### src/rtl/counter_ctrl_pkg.sv
// Shared definitions for the counter sequence controller: the state type
// and the default counter width.
package counter_ctrl_pkg;

  localparam int DEFAULT_WIDTH = 4;

  typedef enum logic [1:0] {
    IDLE = 2'd0,
    LOAD = 2'd1,
    RUN  = 2'd2,
    DONE = 2'd3
  } state_t;

endpackage

### src/rtl/counter_seq_ctrl.sv
// Sequences an external load/up counter from a start value to an end value,
// reporting completion, abort and the number of count transitions taken.
module counter_seq_ctrl
  import counter_ctrl_pkg::*;
#(
  parameter int WIDTH = DEFAULT_WIDTH
) (
  input  logic             clock,
  input  logic             reset,
  input  logic             cmd_valid,
  output logic             cmd_ready,
  input  logic [WIDTH-1:0] cmd_start,
  input  logic [WIDTH-1:0] cmd_end,
  input  logic             cmd_up,
  input  logic             abort,
  output logic             load,
  output logic [WIDTH-1:0] load_data,
  output logic             up,
  input  logic [WIDTH-1:0] count,
  output logic             busy,
  output logic             done,
  output logic             aborted,
  output logic [WIDTH:0]   steps
);

  localparam logic [WIDTH:0] STEP_ONE = {{WIDTH{1'b0}}, 1'b1};

  state_t           state_q, state_d;
  logic [WIDTH-1:0] start_q, start_d;
  logic [WIDTH-1:0] end_q, end_d;
  logic             up_q, up_d;
  logic [WIDTH:0]   steps_q, steps_d;
  logic             done_q, done_d;
  logic             aborted_q, aborted_d;

  always_comb begin
    state_d   = state_q;
    start_d   = start_q;
    end_d     = end_q;
    up_d      = up_q;
    steps_d   = steps_q;
    done_d    = 1'b0;
    aborted_d = 1'b0;
    // Default is "hold": reload the counter with its own value.
    cmd_ready = 1'b0;
    busy      = 1'b0;
    load      = 1'b1;
    load_data = count;
    up        = 1'b0;

    if (!reset) begin
      case (state_q)
        IDLE: begin
          cmd_ready = 1'b1;
          if (cmd_valid) begin
            start_d = cmd_start;
            end_d   = cmd_end;
            up_d    = cmd_up;
            steps_d = '0;
            state_d = LOAD;
          end
        end
        LOAD: begin
          busy = 1'b1;
          up   = up_q;
          if (abort) begin
            aborted_d = 1'b1;
            state_d   = IDLE;
          end else begin
            load_data = start_q;
            state_d   = RUN;
          end
        end
        RUN: begin
          busy = 1'b1;
          up   = up_q;
          // Abort wins over terminal-count detection in the same cycle.
          if (abort) begin
            aborted_d = 1'b1;
            state_d   = IDLE;
          end else if (count == end_q) begin
            load_data = end_q;
            done_d    = 1'b1;
            state_d   = DONE;
          end else begin
            load    = 1'b0;
            steps_d = steps_q + STEP_ONE;
          end
        end
        DONE: begin
          state_d = IDLE;
        end
        default: begin
          state_d = IDLE;
        end
      endcase
    end
  end

  always_ff @(posedge clock) begin
    if (reset) begin
      state_q   <= IDLE;
      start_q   <= '0;
      end_q     <= '0;
      up_q      <= 1'b0;
      steps_q   <= '0;
      done_q    <= 1'b0;
      aborted_q <= 1'b0;
    end else begin
      state_q   <= state_d;
      start_q   <= start_d;
      end_q     <= end_d;
      up_q      <= up_d;
      steps_q   <= steps_d;
      done_q    <= done_d;
      aborted_q <= aborted_d;
    end
  end

  assign done    = done_q;
  assign aborted = aborted_q;
  assign steps   = steps_q;

endmodule

### config.mk
export PLATFORM = sky130hd
export DESIGN_NAME = counter_seq_ctrl
export DESIGN_NICKNAME = d
export VERILOG_FILES = /design/src/rtl/counter_ctrl_pkg.sv /design/src/rtl/counter_seq_ctrl.sv
export SDC_FILE = /design/constraint.sdc
export NUM_CORES = 1
export LEC_CHECK = 0
export CAP_MARGIN = 20
export CORE_MARGIN = 2
export CORE_UTILIZATION = 41
export CTS_CLUSTER_DIAMETER = 30
export CTS_CLUSTER_SIZE = 25
export DETAILED_ROUTE_END_ITERATION = 8
export GPL_TIMING_DRIVEN = 1
export PLACE_DENSITY = 0.74
export SLEW_MARGIN = 20
export SYNTH_ARGS = -nofsm -noshare
export SYNTH_HDL_FRONTEND = slang
export SYNTH_SLANG_ARGS = --single-unit
### constraint.sdc
create_clock -name clock -period 2.37 [get_ports clock]
set_input_delay 0.474 -clock clock [delete_from_list [all_inputs] [get_ports clock]]
set_output_delay 0.474 -clock clock [all_outputs]
set_load 0.05 [all_outputs]
# Yosys cells after proc, flatten, opt, wreduce, memory -nomap -nowiden
# Cells that the tools add are included.
# op_classes
n_mux,25
add_sub_neg,1
n_bitwise,2
reduce_logical,8
eq_ne,8
# ops
operator,count
$mux 4,4
$mux 5,3
$mux 1,11
$pmux 5 s2,1
$mux 2,4
$pmux 2 s4,1
$pmux 4 s2,1
$ne 2x2->1 const B,3
$add 5x1->5 const B,1
$eq 2x2->1 const B,2
$eq 4x4->1,1
$reduce_and 2->1,2
$reduce_and 4->1,1
$reduce_or 2->1,2
$ne 3x3->1 const B,1
$reduce_or 3->1,1
$eq 2x1->1 const B,1
$logic_not 2->1,1
$not 1->1,2
$reduce_bool 2->1,1
# word_totals
reg_bits,18

# Longest topological paths before layout
# Gate-level depths: netlist (run 1).
# logic_depth
ltp_word,5
ltp_mapped,6

# Least setup slack after synthesis (run 1)
# Ideal clock, no wire load.
# synth_timing
path_kind,register to output
start,reg state_q[1]
end,out load_data[1]
n_path_buf,0
stages_incl_launch_ff,7
arrival_ns,2.366
path_slack_ns,-0.470
required_time_ns,1.896
path_cell_list,dfxtp_1 inv_1 ha_1 nor2b_1 nor2b_1 a22o_1 a22o_1
# synth_between
elab_chain_cells,3
# synth_lines
item,line_no,source
start: declaration,counter_seq_ctrl.sv:28,"state_t state_q, state_d;"
start signal: assignment,counter_seq_ctrl.sv:110,state_q <= state_d;
$eq 2x2->1 / $eq 2x1->1 (equally long branches),counter_seq_ctrl.sv:52,case (state_q)
$pmux 4 s2 (*),counter_seq_ctrl.sv:52,
$mux 4 (*),counter_seq_ctrl.sv:51,if (!reset) begin
end: declaration,counter_seq_ctrl.sv:17,"output logic [WIDTH-1:0] load_data,"
# Mark *: on every way between the ends. The rest lies on a longest branch, timed or not.

# Worst setup path after layout (run 1)
# layout_timing
start,in abort
end,out load
# layout_between
elab_chain_cells,3
# layout_lines
item,line_no,source
start: declaration,counter_seq_ctrl.sv:15,"input logic abort,"
$mux 1,counter_seq_ctrl.sv:78,if (abort) begin
$mux 1,counter_seq_ctrl.sv:52,
$mux 1,counter_seq_ctrl.sv:51,
end: declaration,counter_seq_ctrl.sv:16,"output logic load,"
# Every way passes these cells.

==> results.md, run 1 <==
- Post-route ant nets: 0
- RSZ-0062 raised after global routing: false
- I/O pins: 32
- Status: finished clean
- CP Launch Type: input pin
- Area share of the largest cell type after synthesis: between 30% and 40%
- Synth area leader: dfxtp_1
- Kind of critical path: input pin to output pin
- TritonCTS buffer count: 3
- Crit. End Element: output pin
- EDFF count, synth: 0
- Max Cap Violations: 0
- Synth Instances: about 110
- DRT iter0 DRCs: 9
- Netlist cell types: 29
- Worst-Skew Late Latency: roughly 0.3 ns
- Final net count: about 180
- Hold Worst Slack: about 0.47 ns
- H-tree depth: 1
- Die Y: 52.0 um
- Final clock skew: 0.000672 ns
- DR WL/cell: around 14 um
- Min Tclk post-route: 2.32 ns
- Clk slew on worst S/H paths: between 0.1 and 0.15 ns
- Initial DRT Pass Iterations: 4
- Most frequent cell after synthesis: nand2_1
- Hpwl dp: ~1.8 mm
- Seq/Total Area, Yosys: a little under two fifths
- GRT Total Usage: approximately 21%
- Worst-Margin Slew: 0.491 ns
- DR DRC count: 0
- TritonCTS clock tree: built
- Die ar.: between 2000 and 3000 um2
- Placement Rows: 17
- Layout cells sized above 1: a little under a quarter
- Die width: approximately 52 um
- Primary FF master, synth: dfxtp_1
- Yosys warning count: 0
- Hold Violations, Final: 0
- Post-synth top cells: nand2_1, dfxtp_1, a21oi_1
- CP max FO: 3
- Number of global-route vias before repair: between 1000 and 1500
- Worst-case clock buffer depth: 2
- Buf/Inv on CP: 2
- Worst path slowest cell: clkdlybuf4s50_1
- Max incr delay on CP: between 0.4 and 0.5 ns
- Setup violators final: 0
- Largest cells by area after synthesis: dfxtp_1, nand2_1, a22o_1
- Power density over cell area: a little over 500 nW/um2
- Vias/cell: approximately 5.5
- Remaining global-route overflow: 0
- Worst VDD drop: about 0.00032 V
- Post-CTS Hold Fix Bufs: 0
- CP top delay family: simple AND/OR/NAND/NOR gates
- Critical Path RT: roughly 1.9 ns
- Core area: approximately 2200 um2
- Pin count of the biggest net entering global routing: 18
- PortBufs: 31
- Area of the multi-input gates: about 600 um2
- First-pass GRT wire length: 4.22 mm
- Worst rel slew slack: 67.1%
- Post-synth ARST share: 0%
- Critical Path AT: roughly 1.9 ns
- Mapped Area: about 950 um2
- Diodes inserted: 0
- Clk sinks: 18
- Crit path cell chain: clkdlybuf4s50_1 > nand2b_4 > or2_2 > or2_2 > buf_12
- Clk root buf: clkbuf_4
- Max Freq: roughly 430 MHz
- #FFs+latches synth: 18
- TNS Setup: 0 ns
- Hold Crit Class: flop to flop
- Final Slew Violations: 0
- Initial Utilization: 43.2%
- Top cell by count, worst path: or2_2
- Avg Cell Area, Syn: 8.45 um2
- Post-Route WL: 2.55 mm
- Tcrit/Tclk final: 98.0%
- Antenna violations before repair: 0
- P&R area growth vs syn: 65.5%
- GP Congestion: 0.842
- Pleak: about 0.00067 uW
- DR vias: between 1000 and 1500
- Synthesized net count: approximately 130
- Fill count: roughly 180
- Register area: about 370 um2
==> sequential cells by signal, indices dropped and copies added, names as in the netlist <==
name,count
state_q,2
start_q,4
steps,5
up_q,1
aborted,1
end_q,4
done,1
==> logic make-up after synthesis <==
logic type	synth area share, %
and+or+nand+nor	25.7
AOI/OAI and AO/OA	21.8
DFF	38.1
buffers and inverters	3.31
xor gates and xnor gates	3.70
adders and majority gates	5.29
muxes	2.12
==> area by class of cell <==
cell class,count,area share (%)
repair buffers,45,32.5
multi-input cells,86,38.4
flip-flops and latches,18,23.3
inverters,4,1.12
clock buffers,4,2.32
well taps,28,2.24
==> cell usage in the layout (no fill, tap or decap), types with 2 or more instances in the layout <==
cell and instances:
nand2_1 20, clkdlybuf4s50_1 19, dfxtp_1 16, buf_4 13
a21oi_1 9, a22o_1 8, buf_12 8, nor2_1 6
xor2_1 4, dlymetal6s2s_1 4, nor2b_1 3, or4_1 3
a32o_1 3, clkbuf_4 3, nor2b_4 2, nand2b_1 2
and2_1 2, or2_2 2, inv_1 2, nand3_1 2
mux2i_1 2, a31oi_1 2, o22ai_1 2, ha_1 2
ha_4 2
==> worst min-delay path, cell delays in order, from the launching register on <==
cell and delay (ns):
dfxtp_1 0.33, nand2_1 0.05, a21oi_1 0.05
==> power breakdown <==
group          switching [uW]  internal, uW
registers                10.5           317
clock network             101          93.7
logic                     138           136
==> through the flow <==
stage	total power [uW]	cell area, um2	std cells	util (%)	setup slack, ns
after detailed placement	585	1440	177	65.6	0.0150
after floorplan	463	953	112	-	0.0215
final	797	1570	185	71.4	0.0463
after CTS	786	1500	183	68.3	0.00569
after global placement	581	1440	177	65.6	0.0363
after global routing	831	1570	185	71.4	0.00298
==> worst paths after layout <==
kind               from          to  slack (ns)  depth (start not counted)
max               abort        load        0.05                          5
min          start_q[2]  start_q[2]        0.47                          2
max reg2reg  state_q[1]    steps[2]        0.63                          6
min reg2reg  start_q[2]  start_q[2]        0.47                          2
==> routing by layer <==
| metal | vias up | share of wire [%] | routed length, um | global-route usage, % |
|---|---|---|---|---|
| met2 | 36 | 51 | 1290 | 36.9 |
| met1 | 475 | 42 | 1080 | 22.8 |
| met4 | 0 | 1.3 | 33 | 11.4 |
| met5 | - | 0 | 0 | 0 |
| li1 | 495 | - | - | - |
| met3 | 6 | 5.6 | 143 | 4.31 |
==> what timing repair did <==
item	4_1_cts	5_1_grt
gates resized for setup	5	12
setup buffers	2	2
setup endpoints to repair	5	5
pin swaps	1	2
cloned	0	0
No activity file was read; power rests on OpenSTA's default activity.
==> run 2: changes to the inputs <==
--- a/config.mk
+++ b/config.mk
@@ -5,7 +5,6 @@
 export SDC_FILE = /design/constraint.sdc
 export NUM_CORES = 1
 export LEC_CHECK = 0
-export CAP_MARGIN = 20
 export CORE_MARGIN = 2
 export CORE_UTILIZATION = 41
 export CTS_CLUSTER_DIAMETER = 30
==> results of run 2 <==
The final DEF is identical to that of run 1; final timing and power are the same.
==> run 3: changes to the inputs <==
--- a/config.mk
+++ b/config.mk
@@ -5,13 +5,14 @@
 export SDC_FILE = /design/constraint.sdc
 export NUM_CORES = 1
 export LEC_CHECK = 0
+export ABC_AREA = 1
 export CORE_MARGIN = 2
 export CORE_UTILIZATION = 41
 export CTS_CLUSTER_DIAMETER = 30
 export CTS_CLUSTER_SIZE = 25
 export DETAILED_ROUTE_END_ITERATION = 8
 export GPL_TIMING_DRIVEN = 1
-export PLACE_DENSITY = 0.74
+export PLACE_DENSITY = 0.76
 export SLEW_MARGIN = 20
 export SYNTH_ARGS = -nofsm -noshare
 export SYNTH_HDL_FRONTEND = slang
==> constraint.sdc (replaced) <==
create_clock -name clock -period 2.05 [get_ports clock]
set_input_delay 0.41 -clock clock [delete_from_list [all_inputs] [get_ports clock]]
set_output_delay 0.41 -clock clock [all_outputs]
set_load 0.05 [all_outputs]
==> results.md, run 3 <==
- Worst rel slew slack: 66.0%
- Hold Violations, Final: 0
- Synth Instances: 148
- Post-Route WL: between 2 and 3 mm
- Yosys warning count: 0
- Synthesized net count: between 150 and 200
- Hpwl dp: about 2.0 mm
- Fill count: between 150 and 200
- Tcrit/Tclk final: 105%
- Antenna violations before repair: 0
- Die ar.: roughly 2900 um2
- Clk slew on worst S/H paths: between 0.1 and 0.15 ns
- Kind of critical path: flop to output pin
- Post-route ant nets: 0
- DR vias: around 1100
- #FFs+latches synth: 18
- Hold Crit Class: flop to flop
- Worst-case clock buffer depth: 2
- Final WS setup: -0.0973 ns
- Worst-Margin Slew: about 0.51 ns
- Post-CTS Hold Fix Bufs: 0
- Area of the multi-input gates: roughly 640 um2
- Hold Worst Slack: slightly below 0.5 ns
- EDFF count, synth: 0
- Diodes inserted: 0
- Remaining global-route overflow: 0
- Initial DRT Pass Iterations: 4
- Placement Rows: 17
- RSZ-0062 raised after global routing: true
- H-tree depth: 1
- CP Launch Type: flop
- Largest cells by area after synthesis: dfxtp_1, nand2_1, nor2_1
- Pin count of the biggest net entering global routing: 15
- Fin area: 1620 um2
- Die Y: approximately 53 um
- Primary FF master, synth: dfxtp_1
- Seq/Total Area, Yosys: 36.0%
- Pleak: 0.000722 uW
- Core area: 2250 um2
- Core Util, Final: between 70% and 80%
- Most common cell after layout, fill and taps aside: nand2_1
- Die width: 53.4 um
- DR WL/cell: approximately 13 um
- Clk root buf: clkbuf_4
- TritonCTS clock tree: built
- Avg Cell Area, Syn: slightly below 7 um2
- First-pass GRT wire length: around 4.4 mm
- DR DRC count: 0
- Crit. End Element: output pin
- Area share of the largest cell type after synthesis: a little over a third
- Max Cap Violations: 0
- Vias/cell: approximately 5.0
- Final clock skew: ~0.011 ns
- Min Tclk post-route: between 2 and 2.5 ns
- Worst VDD drop: about 0.00051 V
- Layout cells sized above 1: approximately 28%
- Netlist cell types: 23
- Final Slew Violations: 0
- Post-synth ARST share: 0%
- Failing checks: negative setup slack
- Final net count: 214
- Critical Path RT: around 1.6 ns
- Worst-Skew Late Latency: slightly above 0.3 ns
- Power density over cell area: between 600 and 700 nW/um2
- DRT iter0 DRCs: 14
- Clk sinks: 18
- DP Worst Slack: -0.0577 ns
- Initial Utilization: 44.5%
- Register area: roughly 360 um2
- I/O pins: 32
- P&R area growth vs syn: 61.8%
- Synth area leader: dfxtp_1
- GP Congestion: approximately 0.9
- Mapped Area: roughly 1000 um2
- Max Freq: roughly 470 MHz
- TNS Setup: -0.377 ns
- Setup violators final: 4
- Post-synth top cells: nand2_1, nor2_1, inv_1
- Most frequent cell after synthesis: nand2_1
- Number of global-route vias before repair: roughly 1100
- PortBufs: 31
- Critical Path AT: 1.74 ns
- GRT Total Usage: a little over a fifth
- CP max FO: 4
- TritonCTS buffer count: 3
- Placed cell area: approximately 1500 um2
- Largest register FFs: 5
- Status: finished with violations
- Commonest non-fill, non-tap cells in the layout: nand2_1, nor2_1, clkdlybuf4s50_1
[run 3: critical path: stages (launching register included)]
cell      delay (ns)
dfxtp_2         0.36
inv_2           0.06
ha_4            0.28
nand2_4         0.07
a211oi_2        0.21
buf_4           0.22
o22ai_4         0.08
buf_6           0.15
[run 3: where the power goes]
part	leakage, uW	switching (uW)	internal [uW]	total, uW
logic	0.000552	237	167	404
registers	0.000149	20.1	381	402
clock network	0.0000210	126	109	235
[run 3: per-stage QoR]
step           cells  power (uW)
2_1_floorplan    148         642
3_3_place_gp     213         764
3_5_place_dp     213         774
4_1_cts          219        1020
5_1_grt          220        1100
6_report         220        1040
[run 3: metal layers]
metal,track usage (%),wire length [um]
met1,22.9,1180
met4,10.3,76
met3,7.06,126
met2,37.7,1460
met5,0,0
[run 3: repair_timing]
| item | in CTS | in global routing |
|---|---|---|
| endpoints found under the setup margin | 5 | 6 |
| pin swaps | 0 | 1 |
| resized for setup | 13 | 8 |
| setup buffers | 2 | 1 |
[run 3: final cells by class]
cell class / instances / area share [%]
Multi-Input combinational cell: 103 / 39.6
Timing Repair Buffer: 43 / 27.9
Sequential cell: 18 / 22.4
Inverter: 24 / 5.79
Clock buffer: 4 / 2.24
Tap cell: 28 / 2.16
[run 3: cell families (layout without fill, tap and decap cells)]
logic type,count (synthesis),in the layout,synth area share (%)
AND/OR/NAND/NOR,72,72,31.5
flip-flops,18,18,36.0
AO/OA/AOI/OAI,26,26,16.0
XOR/XNOR,1,1,0.874
adder cells (fa/ha/maj),4,4,4.99
buffers and inverters,27,71,10.7
[run 3: worst paths after layout]
| check | start | endpoint | slack (ns) | cells after the start |
|---|---|---|---|---|
| max | state_q[0] | load_data[2] | -0.1 | 7 |
| min | end_q[0] | end_q[0] | 0.49 | 2 |
| min reg2reg | end_q[0] | end_q[0] | 0.49 | 2 |
| max reg2reg | state_q[1] | steps[0] | 0.59 | 8 |
